[src/rtl/cmp_result_fifo.sv]
// Comparator result FIFO: encodes flag bundles into tagged entries, buffers them, and keeps saturating stats.
// Optional macro CMP_RESULT_CHECK_EN adds a reference 32-bit compare that flags wrong-but-consistent results.
module cmp_result_fifo #(
    parameter int DEPTH = 8,
    parameter int SEQ_W = 4,
    parameter int CNT_W = 16
) (
    input  logic                       clk,
    input  logic                       resetn,
    input  logic                       clr,
    input  logic                       in_valid,
    output logic                       in_ready,
    input  logic                       sign,
    input  logic [31:0]                op1,
    input  logic [31:0]                op2,
    input  logic                       eq,
    input  logic                       neq,
    input  logic                       grt,
    input  logic                       lss,
    output logic                       out_valid,
    input  logic                       out_ready,
    output logic [1:0]                 out_code,
    output logic                       out_sign,
    output logic [SEQ_W-1:0]           out_seq,
    output logic [CNT_W-1:0]           cnt_eq,
    output logic [CNT_W-1:0]           cnt_grt,
    output logic [CNT_W-1:0]           cnt_lss,
    output logic [CNT_W-1:0]           cnt_err,
    output logic                       err_flag,
    output logic [$clog2(DEPTH):0]     level
);
    localparam int AW = $clog2(DEPTH);
    localparam int PW = AW + 1;
    localparam int EW = 3 + SEQ_W;

    typedef enum logic [1:0] {
        CODE_EQ  = 2'b00,
        CODE_GRT = 2'b01,
        CODE_LSS = 2'b10,
        CODE_ERR = 2'b11
    } code_t;

    logic [PW-1:0]    wr_ptr;
    logic [PW-1:0]    rd_ptr;
    logic [SEQ_W-1:0] seq;
    logic [EW-1:0]    mem [DEPTH];
    logic [EW-1:0]    head;
    logic             full;
    logic             empty;
    logic             push;
    logic             pop;
    logic             consistent;
    code_t            code;

    assign full      = (wr_ptr[AW] != rd_ptr[AW]) && (wr_ptr[AW-1:0] == rd_ptr[AW-1:0]);
    assign empty     = (wr_ptr == rd_ptr);
    assign in_ready  = !full;
    assign out_valid = !empty;
    assign push      = in_valid && !full;
    assign pop       = out_ready && !empty;
    assign level     = wr_ptr - rd_ptr;

`ifdef CMP_RESULT_CHECK_EN
    logic  ref_lt;
    code_t ref_code;

    always_comb begin
        ref_lt = sign ? ($signed(op1) < $signed(op2)) : (op1 < op2);
        if (op1 == op2)
            ref_code = CODE_EQ;
        else if (ref_lt)
            ref_code = CODE_LSS;
        else
            ref_code = CODE_GRT;
    end
`else
    logic unused_ops;
    assign unused_ops = ^{op1, op2};
`endif

    // Exactly one outcome flag plus a complementary neq makes a trustworthy bundle.
    always_comb begin
        consistent = ((eq & !grt & !lss) | (!eq & grt & !lss) | (!eq & !grt & lss))
                     && (neq == !eq);
        if (!consistent)
            code = CODE_ERR;
        else if (eq)
            code = CODE_EQ;
        else if (grt)
            code = CODE_GRT;
        else
            code = CODE_LSS;
`ifdef CMP_RESULT_CHECK_EN
        if (consistent && (code != ref_code))
            code = CODE_ERR;
`endif
    end

    always_ff @(posedge clk or negedge resetn) begin
        if (!resetn) begin
            wr_ptr <= '0;
            rd_ptr <= '0;
            seq    <= '0;
        end else begin
            if (push) begin
                wr_ptr <= wr_ptr + 1'b1;
                seq    <= seq + 1'b1;
            end
            if (pop)
                rd_ptr <= rd_ptr + 1'b1;
        end
    end

    always_ff @(posedge clk) begin
        if (push)
            mem[wr_ptr[AW-1:0]] <= {code, sign, seq};
    end

    // Head fields read as zero while empty so stale storage never leaks out.
    assign head     = mem[rd_ptr[AW-1:0]];
    assign out_code = empty ? 2'b00 : head[EW-1:EW-2];
    assign out_sign = !empty && head[SEQ_W];
    assign out_seq  = empty ? '0 : head[SEQ_W-1:0];

    always_ff @(posedge clk or negedge resetn) begin
        if (!resetn) begin
            cnt_eq   <= '0;
            cnt_grt  <= '0;
            cnt_lss  <= '0;
            cnt_err  <= '0;
            err_flag <= 1'b0;
        end else if (clr) begin
            cnt_eq   <= '0;
            cnt_grt  <= '0;
            cnt_lss  <= '0;
            cnt_err  <= '0;
            err_flag <= 1'b0;
        end else if (push) begin
            case (code)
                CODE_EQ:  if (cnt_eq  != '1) cnt_eq  <= cnt_eq  + 1'b1;
                CODE_GRT: if (cnt_grt != '1) cnt_grt <= cnt_grt + 1'b1;
                CODE_LSS: if (cnt_lss != '1) cnt_lss <= cnt_lss + 1'b1;
                default: begin
                    if (cnt_err != '1) cnt_err <= cnt_err + 1'b1;
                    err_flag <= 1'b1;
                end
            endcase
        end
    end
endmodule

[config.mk]
export PLATFORM = sky130hd
export DESIGN_NAME = cmp_result_fifo
export DESIGN_NICKNAME = d
export VERILOG_FILES = /design/src/rtl/cmp_result_fifo.sv
export SDC_FILE = /design/constraint.sdc
export NUM_CORES = 1
export LEC_CHECK = 0
export BUFFER_PORTS_ARGS = -buffer_cell sky130_fd_sc_hd__buf_2
export CAP_MARGIN = 40
export CORE_UTILIZATION = 59
export DETAILED_ROUTE_END_ITERATION = 8
export PLACE_DENSITY = 0.95
export SLEW_MARGIN = 25
export SYNTH_ARGS = -nofsm -noshare
export SYNTH_HDL_FRONTEND = slang
export SYNTH_SLANG_ARGS = --single-unit
[constraint.sdc]
create_clock -name clk -period 5.9 [get_ports clk]
set_input_delay 0.885 -clock clk [delete_from_list [all_inputs] [get_ports clk]]
set_output_delay 0.885 -clock clk [all_outputs]
set_load 0.02 [all_outputs]
==> flow_summary.json <==
{
  "max_cap_viol_count": 0,
  "ir_worst_vdd_uv": 455,
  "antenna_found_initial": 0,
  "cts_max_path_buffers": 2,
  "syn_avg_cell_area_um2": 11.8,
  "dieArea_um2": 11700,
  "synth_top_area_share_pct": 29.0,
  "cts.clk_slew.worst_paths_ns": 0.05,
  "slowest_delay_ns": 0.57,
  "layout_setup_ws_ns": 2.04,
  "grt.overflow.total": 0,
  "ys_seq_area_share_pct": 54.2,
  "num-fill-cells": 711,
  "postRouteAntennaNets": 0,
  "tns_ns": 0,
  "drt-vias-per-instance": 6.32,
  "crit_arrival_ns": 2.97,
  "rows": 38,
  "ys_warn_count": 0,
  "io_pins": 152,
  "yosysMostFrequentCell": "dfrtp_1",
  "clkSinkCount": 133,
  "syn2layout_area_growth_pct": 17.9,
  "die_h_um": 108,
  "syn-num-nets": 650,
  "routed_wl_mm": 15.7,
  "vias": 5151,
  "synthArstFlopShare_pct": 57.9,
  "postSynthCellCount": 565,
  "fmax_mhz": 259,
  "nets": 747,
  "cts_tree": "yes",
  "synth_flop_cell": "dfrtp_1",
  "fin_cells": 815,
  "ys_seq_elements": 133,
  "gp_congestion": 0.893,
  "cp-end-kind": "output pin",
  "min_period_ns": 3.86,
  "die_width_um": 108,
  "ys_top_cells_by_count": "dfrtp_1 (77), nor2_1 (66), edfxtp_1 (56), nand2_1 (41), nand3_1 (30)",
  "grt_pass1_wl_mm": 25.2,
  "numCtsBuffers": 17,
  "synth_top_area_cell": "dfrtp_1",
  "cts-resized-gates": 0,
  "critPathRequiredTime_ns": 5.02,
  "leakage_nw": 3.33,
  "drive_above_1_share_pct": 26.5,
  "start_util_pct": 60.9,
  "grt_max_degree": 45,
  "period_share_pct": 65.4,
  "p_per_area_nw_per_um2": 408,
  "htreeDepth": 4,
  "drt_iter0_drc": 450,
  "start_kind": "register",
  "postCtsSetupBuffers": 0,
  "relSlewSlack_pct": 54.7,
  "core_area_um2": 10900,
  "portBuffers": 87,
  "hold_viol": 0,
  "insertion_delay_ns": 0.44,
  "rsz0062_at_grt": "no",
  "placedCellCount": 781,
  "slew_violations": 0,
  "crit_path_cell_trace": "clkinv_1 > ha_1 > nand3_1 > nor2_1 > inv_1 > buf_2",
  "status": "finished clean",
  "grt_pass1_vias": 5030,
  "grt.total_usage_pct": 29.0,
  "crit_type": "reg2out",
  "worstPathMaxFanout": 10,
  "max_slew.worst_pin.slew_ns": 0.680,
  "holdWs_ns": 0.420,
  "setup_violations": 0,
  "synth_area_leaders": "dfrtp_1 (29%), edfxtp_1 (25%), mux4_2 (4.7%)",
  "clock_skew_ns": 0.0126,
  "hpwl_mm": 10.5,
  "hold_path_class": "in2async",
  "cp_slowest_cell": "dfrtp_1",
  "root_buffer": "clkbuf_16",
  "wl_per_cell_um": 19.3,
  "drt_pass1_iterations": 5,
  "final_core_util_pct": 71.8,
  "drc": 0,
  "ys_types": 71,
  "dp_slack_ns": 2.45,
  "synth_edf_count": 56,
  "cts_hold_buf": 0,
  "synth_area_um2": 6660,
  "antenna_cells": 0
}
-- flip-flops by register name, summed over array words and instances (netlist names) --
signal and flops:
wr_ptr 4, err_flag 1, rd_ptr 4, cnt_grt 16
mem 56, cnt_err 16, seq 4, cnt_lss 16
cnt_eq 16
-- critical path: cells and delay by family, from the launching register on --
kind | cells | cell delay, ns
fa+ha+maj | 1 | 0.44
flops | 1 | 0.57
simple gates | 2 | 0.87
buf+inv | 3 | 0.67
-- worst paths after layout --
path	end	cells after the start	startpoint	slack [ns]
min	wr_ptr[3]$_DFFE_PN0P_	1	resetn	0.42
max	out_valid	6	rd_ptr[2]$_DFFE_PN0P_	2.04
max reg2reg	mem[4][6]$_DFFE_PP_	6	rd_ptr[2]$_DFFE_PN0P_	2.87
max in group asynchronous	cnt_err[6]$_DFFE_PN0P_	2	resetn	4.88
min reg2reg	err_flag$_DFFE_PN0P_	2	err_flag$_DFFE_PN0P_	0.52
min in group clk	err_flag$_DFFE_PN0P_	2	err_flag$_DFFE_PN0P_	0.52
-- metrics by stage --
step	instance area [um2]	power (mW)
floorplan	6660	1.86
global placement	7210	2.11
detailed placement	7250	2.18
CTS	7830	3.20
global route	7850	3.34
finish	7850	3.20
-- layer usage --
layer  track usage, %  part of all wire, %
met1             35.2                   38
met2             48.3                   51
met3             8.98                  8.2
met4             11.7                  2.0
met5                0                    0
-- where the power goes --
part	switching, mW	internal [mW]
clock network	0.382	0.647
logic	0.581	0.360
registers	0.116	1.12
total	1.08	2.13
-- placed cells by master (no fill, tap or decap), drive strengths merged, types with 4 or more instances in the layout --
master	n
a31o	4
a211oi	11
inv	17
nor3	13
or4	5
and4	9
nand2b	5
ha	10
o21ai	9
or3	6
clkbuf	21
nor4b	4
a21oi	22
dfrtp	77
mux4	14
clkinv	9
xnor2	30
edfxtp	56
nor2b	11
mux2i	4
buf	98
and3	15
nor4	10
nor2	66
nand4	19
mux2	9
nand3	31
nand2	41
xor2	15
-- final cells by class --
cell class	count	area, um2	area share, %
multi-input combinational	395	2900	36.9
clock buffer	21	470	5.99
clock inverter	11	105	1.34
inverter	17	63.8	0.813
sequential	133	3610	46.0
tap	140	175	2.23
timing repair buffer	98	531	6.76
-- kinds of logic after synthesis --
kind of cell / count (synthesis) / synth area share, %
buffers and inverters: 37 / 2.27
muxes: 27 / 6.92
DFF: 133 / 54.2
and+or+nand+nor: 245 / 20.8
xor gates and xnor gates: 45 / 6.04
adders and majority gates: 11 / 2.18
AOI/OAI and AO/OA: 67 / 7.61
No activity file was read; power rests on OpenSTA's default activity.
